==> src/rtl/i2s_rx_10xe.sv <==
// I2S receiver: oversamples SCLK/LRCLK/SDATA, deserializes each slot and emits
// MSB-aligned samples on AXI-Stream through a small FWFT FIFO. Optional macro: I2S_RX_WORD_CNT_EN.
module i2s_rx_10xe #(
  parameter int AXI_STREAM_DATA_WIDTH = 32,
  parameter int AXI_STREAM_TID_WIDTH  = 3,
  parameter int SAMPLE_WIDTH          = 24,
  parameter int FIFO_DEPTH            = 4
) (
  input  logic                             clk,
  input  logic                             rst,
  input  logic                             rx_en,
  input  logic                             sclk_in,
  input  logic                             lrclk_in,
  input  logic                             sdata_in,
  output logic [AXI_STREAM_DATA_WIDTH-1:0] m_axis_tdata,
  output logic [AXI_STREAM_TID_WIDTH-1:0]  m_axis_tid,
  output logic                             m_axis_tvalid,
  input  logic                             m_axis_tready,
  output logic                             overflow_o,
  input  logic                             overflow_clr,
`ifdef I2S_RX_WORD_CNT_EN
  output logic [31:0]                      word_cnt_o,
`endif
  output logic                             busy_o
);

  localparam int DW  = AXI_STREAM_DATA_WIDTH;
  localparam int TW  = AXI_STREAM_TID_WIDTH;
  localparam int SW  = SAMPLE_WIDTH;
  localparam int CW  = $clog2(SW + 1);
  localparam int AW  = $clog2(FIFO_DEPTH);
  localparam int EW  = DW + TW;
  localparam int PAD = DW - SW;

  typedef enum logic {
    IDLE = 1'b0,
    RECV = 1'b1
  } state_t;

  // Handshake: a beat transfers on a clk edge where m_axis_tvalid && m_axis_tready;
  // once raised, tvalid/tdata/tid hold until that transfer (only rst can drop them).

  logic sclk_meta, sclk_sync, sclk_prev;
  logic lrclk_meta, lrclk_sync;
  logic sdata_meta, sdata_sync;
  logic ws_prev;
  logic strobe;

  state_t        state_q, state_d;
  logic [SW-1:0] shift_q, shift_d, shift_ins, fin_word, aligned;
  logic [CW-1:0] cnt_q, cnt_d, cnt_inc, fin_cnt;
  logic          commit;
  logic [DW-1:0] commit_data;
  logic [TW-1:0] commit_tid;

  logic [EW-1:0] mem [FIFO_DEPTH];
  logic [AW-1:0] wr_ptr, rd_ptr;
  logic [AW:0]   count_q;
  logic          full, empty, push_ok, pop;

  always_ff @(posedge clk or posedge rst) begin
    if (rst) begin
      sclk_meta  <= 1'b0;
      sclk_sync  <= 1'b0;
      sclk_prev  <= 1'b0;
      lrclk_meta <= 1'b0;
      lrclk_sync <= 1'b0;
      sdata_meta <= 1'b0;
      sdata_sync <= 1'b0;
      ws_prev    <= 1'b0;
    end else begin
      sclk_meta  <= sclk_in;
      sclk_sync  <= sclk_meta;
      sclk_prev  <= sclk_sync;
      lrclk_meta <= lrclk_in;
      lrclk_sync <= lrclk_meta;
      sdata_meta <= sdata_in;
      sdata_sync <= sdata_meta;
      if (strobe) ws_prev <= lrclk_sync;
    end
  end

  assign strobe = sclk_sync & ~sclk_prev;

  always_ff @(posedge clk or posedge rst) begin
    if (rst) begin
      state_q <= IDLE;
      shift_q <= '0;
      cnt_q   <= '0;
    end else begin
      state_q <= state_d;
      shift_q <= shift_d;
      cnt_q   <= cnt_d;
    end
  end

  assign shift_ins = {shift_q[SW-2:0], sdata_sync};
  assign cnt_inc   = cnt_q + CW'(1);

  always_comb begin
    state_d    = state_q;
    shift_d    = shift_q;
    cnt_d      = cnt_q;
    commit     = 1'b0;
    fin_word   = '0;
    fin_cnt    = '0;
    case (state_q)
      IDLE: begin
        if (rx_en && strobe && (lrclk_sync != ws_prev)) begin
          state_d = RECV;
          shift_d = '0;
          cnt_d   = '0;
        end
      end
      RECV: begin
        if (!rx_en) begin
          state_d = IDLE;
          shift_d = '0;
          cnt_d   = '0;
        end else if (strobe) begin
          if (lrclk_sync == ws_prev) begin
            if (cnt_q < CW'(SW)) begin
              shift_d = shift_ins;
              cnt_d   = cnt_inc;
            end
          end else begin
            // WS changed: this bit is the LSB of the slot that just ended.
            commit = 1'b1;
            if (cnt_q < CW'(SW)) begin
              fin_word = shift_ins;
              fin_cnt  = cnt_inc;
            end else begin
              fin_word = shift_q;
              fin_cnt  = cnt_q;
            end
            shift_d = '0;
            cnt_d   = '0;
          end
        end
      end
      default: state_d = IDLE;
    endcase
  end

  // Short slots leave their missing LSBs as zero after left alignment.
  assign aligned     = fin_word << (CW'(SW) - fin_cnt);
  assign commit_data = DW'(aligned) << PAD;
  assign commit_tid  = TW'(ws_prev);

  assign full    = (count_q == (AW + 1)'(FIFO_DEPTH));
  assign empty   = (count_q == '0);
  assign push_ok = commit && !full;
  assign pop     = !empty && m_axis_tready;

  always_ff @(posedge clk or posedge rst) begin
    if (rst) begin
      for (int i = 0; i < FIFO_DEPTH; i++) mem[i] <= '0;
      wr_ptr     <= '0;
      rd_ptr     <= '0;
      count_q    <= '0;
      overflow_o <= 1'b0;
    end else begin
      if (push_ok) begin
        mem[wr_ptr] <= {commit_tid, commit_data};
        wr_ptr      <= wr_ptr + AW'(1);
      end
      if (pop) rd_ptr <= rd_ptr + AW'(1);
      case ({push_ok, pop})
        2'b10:   count_q <= count_q + (AW + 1)'(1);
        2'b01:   count_q <= count_q - (AW + 1)'(1);
        default: count_q <= count_q;
      endcase
      // Fullness is judged before this cycle's pop, so a new overflow beats a clear.
      if (commit && full) overflow_o <= 1'b1;
      else if (overflow_clr) overflow_o <= 1'b0;
    end
  end

  assign m_axis_tdata  = mem[rd_ptr][DW-1:0];
  assign m_axis_tid    = mem[rd_ptr][EW-1:DW];
  assign m_axis_tvalid = !empty;
  assign busy_o        = (state_q == RECV);

`ifdef I2S_RX_WORD_CNT_EN
  logic [31:0] word_cnt_q;

  always_ff @(posedge clk or posedge rst) begin
    if (rst) word_cnt_q <= '0;
    else if (push_ok) word_cnt_q <= word_cnt_q + 32'd1;
  end

  assign word_cnt_o = word_cnt_q;
`endif

endmodule

==> config.mk <==
export PLATFORM = sky130hd
export DESIGN_NAME = i2s_rx_10xe
export DESIGN_NICKNAME = d
export VERILOG_FILES = /design/src/rtl/i2s_rx_10xe.sv
export SDC_FILE = /design/constraint.sdc
export NUM_CORES = 1
export LEC_CHECK = 0
export ABC_AREA = 1
export CORE_MARGIN = 5
export CORE_UTILIZATION = 50
export CTS_CLUSTER_DIAMETER = 60
export DETAILED_ROUTE_END_ITERATION = 6
export GPL_ROUTABILITY_DRIVEN = 1
export HOLD_SLACK_MARGIN = 0.05
export PLACE_DENSITY = 0.77
export SLEW_MARGIN = 30
export SYNTH_ARGS = -nofsm -noshare
export SYNTH_HDL_FRONTEND = slang
export SYNTH_SLANG_ARGS = --single-unit
==> constraint.sdc <==
create_clock -name clk -period 5.3 [get_ports clk]
set_input_delay 0.795 -clock clk [delete_from_list [all_inputs] [get_ports clk]]
set_output_delay 0.795 -clock clk [all_outputs]
set_load 0.03 [all_outputs]
==> impl_metrics.env, run 1 <==
export IMPL_layout_common_cells="304 x nand2_1, 224 x nand3_1, 146 x dfrtp_1, 121 x o21ai_0, 72 x inv_1"
export IMPL_fin_crit_ps=3775
export IMPL_drcViolationCount=0
export IMPL_period_share=0.7122
export IMPL_critical_path_arrival_ps=2980
export IMPL_synth_async_reset_ratio=1.000
export IMPL_drv_cap=0
export IMPL_grt_setup_unrepaired="false"
export IMPL_final_common_cell="nand2_1"
export IMPL_io_pins=46
export IMPL_synth_simple_gate_area_frac=0.3324
export IMPL_synthMuxAreaShare=0
export IMPL_gp_congestion=0.9464
export IMPL_cts_sinks=146
export IMPL_synth_xor_area_share=0.004231
export IMPL_syn_area_um2=8280
export IMPL_critPathRequiredTime_ps=4510
export IMPL_hp_class="flip-flop to flip-flop"
export IMPL_cts_inserted_buffers=17
export IMPL_ir_drop_mv=0.2804
export IMPL_nFillCells=1501
export IMPL_synth_ff_type="dfrtp_1"
export IMPL_synth_compound_area_frac=0.1195
export IMPL_clock_path_buffers=2
export IMPL_tightest_slew_ps=824.4
export IMPL_rows=47
export IMPL_post_synth_fa_ha_maj_area_fraction=0.01299
export IMPL_grt_pass1_wl_um=35250
export IMPL_fin_skew_ps=8.251
export IMPL_num_antenna_cells=0
export IMPL_drive_gt1_frac=0.07962
export IMPL_critPathLaunch="rd_ptr[0]"
export IMPL_clk_latency_ps=430
export IMPL_die_h_um=138.7
export IMPL_grt_max_degree=101
export IMPL_first_global_vias=6909
export IMPL_rr_startpoint="cnt_q[4]"
export IMPL_drt_iter0_markers=782
export IMPL_cts_setup_buffers=0
export IMPL_reg2reg_slack_ps=1710
export IMPL_core_um2=16410
export IMPL_grt_usage=0.2218
export IMPL_htree_levels=4
export IMPL_cts_root_buf="clkbuf_16"
export IMPL_final_hold_viol_count=0
export IMPL_path_class="flip-flop to output port"
export IMPL_synth_warnings=0
export IMPL_grt_ovfl_total=0
export IMPL_netlist_cell_type_count=35
export IMPL_finalNetCount=1146
export IMPL_start_util=0.5047
export IMPL_io_buffers=35
export IMPL_vias=7650
export IMPL_slew_violations=0
export IMPL_die_area_um2=19230
export IMPL_tns_ps=0
export IMPL_synth_edf_count=0
export IMPL_slew_headroom=0.4504
export IMPL_dp_hpwl_um=13500
export IMPL_synth_cells=1134
export IMPL_status="finished clean"
export IMPL_ant_nets=0
export IMPL_r2r_end="mem[136]"
export IMPL_powerDensity_nw_per_um2=396.8
export IMPL_postSynthAreaPerCell_um2=7.302
export IMPL_setup_viol=0
export IMPL_end_kind="output port"
export IMPL_reg2reg_depth=15
export IMPL_crit_fanout=51
export IMPL_crit_end="m_axis_tdata[11]"
export IMPL_cts_tree="built"
export IMPL_leakagePower_nw=4.414
export IMPL_routed_wl_um=21210
export IMPL_area_growth_pct=12.13
export IMPL_max_freq_mhz=264.9
export IMPL_startpoint_type="flip-flop"
export IMPL_fin_util=0.5659
export IMPL_first_pass_iters=6
export IMPL_via_per_inst=5.613
export IMPL_synth_seq_cells=146
export IMPL_synth_top_family_by_area="simple AND/OR/NAND/NOR gates"
export IMPL_clk_pin_slew_ps=60
export IMPL_wl_per_cell_um=15.56
export IMPL_yosysSeqAreaShare=0.4412
export IMPL_postCtsHoldBufs=0
export IMPL_grt_antenna_before_repair=0
export IMPL_fp_dieW_um=138.7
export IMPL_cts_resized=0
## power by group
part           switching (mW)  internal (mW)
combinational           0.814          0.439
sequential             0.0354           1.18
clock                   0.497          0.716
total                    1.35           2.34
## Yosys cell counts, drive strengths merged, types with 2 or more instances
library cell  number  area [um2]
nand2            306        1154
nand3            227        1151
o21ai            150       762.0
dfrtp            146        3654
inv               80       302.8
nor2              60       257.7
buf               44       274.0
clkbuf            41       153.9
o22ai             18       112.6
a21oi             15       101.4
or2               15       93.84
nand4             13       81.33
ha                 7       87.58
xor2               3       26.28
clkinv             2       7.510
nor3               2       15.01
## critical path: stages (launching register included)
cell and delay, ps:
dfrtp_1 360, buf_4 280, inv_1 250, buf_4 510
o21ai_0 160, o21ai_0 240, clkdlybuf4s50_1 720
## cell families after synthesis
logic type / after synthesis
adder cells (fa/ha/maj): 8
XOR/XNOR: 4
flip-flops: 146
AO/OA/AOI/OAI: 185
AND/OR/NAND/NOR: 623
other: 1
buffers and inverters: 167
## metal layers
metal | vias up | global-route usage | routed length, um
met5 | - | 0 | 0
met4 | 0 | 0.05304 | 299
met3 | 27 | 0.05172 | 1365
met2 | 282 | 0.3482 | 9865
met1 | 3611 | 0.3143 | 9675
li1 | 3730 | - | -
## sequential cells by signal, summed over array words and instances (netlist names)
signal and flops:
busy_o 1, cnt_q 5, count_q 3, lrclk_meta 1, lrclk_sync 1, mem 100
overflow_o 1, rd_ptr 2, sclk_meta 1, sclk_prev 1, sclk_sync 1, sdata_meta 1
sdata_sync 1, shift_q 24, wr_ptr 2, ws_prev 1
## how the worst min path moves through the flow
stage                       to  depth (start not counted)       start
global route         sclk_sync                          0   sclk_meta
finish              sdata_sync                          0  sdata_meta
CTS                 sdata_sync                          0  sdata_meta
floorplan           lrclk_sync                          0  lrclk_meta
detailed placement  sdata_sync                          0  sdata_meta
global placement     sclk_sync                          0   sclk_meta
## final cells by class
class / instances / area [um2] / share of cell area
inverters: 82 / 317.8 / 0.03423
clock buffers: 20 / 446.7 / 0.04811
multi-input cells: 830 / 3934 / 0.4237
clock inverters: 12 / 145.1 / 0.01563
well taps: 220 / 275.3 / 0.02965
repair buffers: 53 / 513.0 / 0.05525
flip-flops and latches: 146 / 3654 / 0.3935
## through the flow
step,std cells,setup WS [ps],hold WS (ps),power [mW],cell area (um2)
after detailed placement,1331,1278,334.7,2.491,8691
after CTS,1363,1518,348.8,3.704,9283
final,1363,1525,347.4,3.684,9285
after global routing,1363,1343,369.5,3.861,9285
after global placement,1329,1359,333.9,2.473,8648
after floorplan,1143,582.0,331.2,2.053,8314
Power figures use the tool's default switching activity.
==> run 2, diff against run 1 <==
--- a/config.mk
+++ b/config.mk
@@ -12,7 +12,7 @@
 export DETAILED_ROUTE_END_ITERATION = 6
 export GPL_ROUTABILITY_DRIVEN = 1
 export HOLD_SLACK_MARGIN = 0.05
-export PLACE_DENSITY = 0.77
+export PLACE_DENSITY = 0.79
 export SLEW_MARGIN = 30
 export SYNTH_ARGS = -nofsm -noshare
 export SYNTH_HDL_FRONTEND = slang
==> constraint.sdc (replaced) <==
create_clock -name clk -period 3.2 [get_ports clk]
set_input_delay 0.48 -clock clk [delete_from_list [all_inputs] [get_ports clk]]
set_output_delay 0.48 -clock clk [all_outputs]
set_load 0.03 [all_outputs]
==> run 2 against run 1 <==
Sequential power grew 66%. First-iteration DRC count is 13% lower. Critical path depth decreased by 2. Worst hold slack worse by 1.9 ps. Power is 61% higher. Critical path type unchanged.
==> impl_metrics.env, run 2 (synthesized netlist as in run 1, its figures left out) <==
export IMPL_rows=47
export IMPL_postCtsHoldBufs=0
export IMPL_max_freq_mhz=351.7
export IMPL_powerDensity_nw_per_um2=638.2
export IMPL_finalNonFillerCells=1375
export IMPL_first_pass_iters=5
export IMPL_reg2reg_slack_ps=570
export IMPL_cts_sinks=146
export IMPL_grt_ovfl_total=0
export IMPL_drive_gt1_frac=0.09697
export IMPL_drcViolationCount=0
export IMPL_min_path_cells=0
export IMPL_startpoint_type="flip-flop"
export IMPL_rr_startpoint="busy_o"
export IMPL_die_area_um2=19230
export IMPL_status="finished clean"
export IMPL_end_kind="output port"
export IMPL_finalNetCount=1160
export IMPL_fin_util=0.5681
export IMPL_clk_pin_slew_ps=60
export IMPL_grt_pass1_wl_um=35470
export IMPL_setup_viol=0
export IMPL_dp_hpwl_um=13690
export IMPL_num_antenna_cells=0
export IMPL_final_hold_viol_count=0
export IMPL_grt_setup_unrepaired="false"
export IMPL_cts_tree="built"
export IMPL_ir_drop_mv=0.4211
export IMPL_io_buffers=35
export IMPL_slew_headroom=0.5628
export IMPL_wl_per_cell_um=15.10
export IMPL_core_um2=16410
export IMPL_regMostFlops="mem"
export IMPL_critical_path_arrival_ps=2360
export IMPL_top_regs="mem (100), shift_q (24), cnt_q (5)"
export IMPL_fp_dieW_um=138.7
export IMPL_start_util=0.5047
export IMPL_placed_cell_area_um2=8777
export IMPL_grt_max_degree=59
export IMPL_first_global_vias=7158
export IMPL_whs_endpoint="sclk_sync"
export IMPL_clock_path_buffers=2
export IMPL_drv_cap=0
export IMPL_routed_wl_um=20760
export IMPL_period_share=0.8886
export IMPL_nFillCells=1462
export IMPL_fin_skew_ps=14.34
export IMPL_ant_nets=0
export IMPL_fin_area_um2=9321
export IMPL_cts_resized=0
export IMPL_fin_crit_ps=2844
export IMPL_tns_ps=0
export IMPL_hold_start="sclk_meta"
export IMPL_via_per_inst=5.577
export IMPL_hold_slack_ps=345.4
export IMPL_grt_antenna_before_repair=0
export IMPL_die_h_um=138.7
export IMPL_critPathRequiredTime_ps=2720
export IMPL_cp_top_family="buffers and inverters"
export IMPL_vias=7669
export IMPL_tightest_slew_ps=654.2
export IMPL_final_common_cell="nand2_1"
export IMPL_slew_violations=0
export IMPL_grt_usage=0.2200
export IMPL_io_pins=46
export IMPL_slowest_delay_ps=710
export IMPL_area_growth_pct=12.57
export IMPL_crit_fanout=44
export IMPL_cts_setup_buffers=0
export IMPL_leakagePower_nw=4.481
export IMPL_cp_num_buf_inv=2
export IMPL_cts_inserted_buffers=17
export IMPL_htree_levels=4
export IMPL_r2r_end="mem[115]"
export IMPL_hp_class="flip-flop to flip-flop"
export IMPL_drt_iter0_markers=679
export IMPL_cp_cell_sequence="buf_4 -> o21ai_0 -> o22ai_1 -> clkdlybuf4s50_1"
export IMPL_critPathSlowestCell="clkdlybuf4s50_1"
export IMPL_gp_congestion=0.9484
export IMPL_layout_common_cells="304 x nand2_1, 224 x nand3_1, 146 x dfrtp_1, 121 x o21ai_0, 73 x inv_1"
export IMPL_largest_register_ffs=100
export IMPL_place_inst=1345
export IMPL_path_class="flip-flop to output port"
export IMPL_reg2reg_depth=10
export IMPL_clk_latency_ps=430
export IMPL_cts_root_buf="clkbuf_16"
run 2: cell count changes in the layout (fill, tap and decap cells not counted), sizes merged:
cell           delta
clkdlybuf4s50    -11
inv               -6
buf              +25
clkinv            +3
bufinv            -1
clkbuf            +2
run 2: area by class of cell:
cell class / count / area (um2) / area share
multi-input cells: 830 / 3934 / 0.4220
flip-flops and latches: 146 / 3654 / 0.3919
repair buffers: 67 / 600.6 / 0.06443
clock buffers: 22 / 464.2 / 0.04980
inverters: 82 / 314.1 / 0.03369
well taps: 220 / 275.3 / 0.02953
clock inverters: 8 / 80.08 / 0.008591
run 2: routing by layer:
layer / wire length, um / vias to the layer above / share of wire / GRT usage
met1: 9386 / 3614 / 0.45 / 0.3122
met3: 1284 / 32 / 0.062 / 0.03862
li1: - / 3757 / - / -
met4: 389 / 0 / 0.019 / 0.06540
met5: 0 / - / 0 / 0
met2: 9696 / 266 / 0.47 / 0.3482
run 2: where the power goes:
group | internal, mW | total [mW] | switching, mW
sequential | 1.96 | 2.02 | 0.0617
clock | 1.10 | 1.86 | 0.761
combinational | 0.719 | 2.07 | 1.35
total | 3.78 | 5.95 | 2.17
run 2: how the worst max path moves through the flow:
stage | start | end | slack [ps] | cells past startpoint
5_1_grt | rd_ptr[0] | m_axis_tdata[28] | 230 | 4
6_report | rd_ptr[0] | m_axis_tdata[28] | 360 | 4
4_1_cts | rd_ptr[0] | m_axis_tdata[26] | 340 | 4
3_5_place_dp | rx_en | mem[53] | 220 | 14
2_1_floorplan | cnt_q[0] | mem[46] | 690 | 13
3_3_place_gp | rx_en | mem[115] | 270 | 13
run 2: per-stage QoR:
step	power (mW)	worst slack [ps]
6_report	5.949	356.4
5_1_grt	6.255	234.1
4_1_cts	5.991	342.7
3_5_place_dp	4.120	224.4
3_3_place_gp	4.087	274.0
2_1_floorplan	3.400	685.8
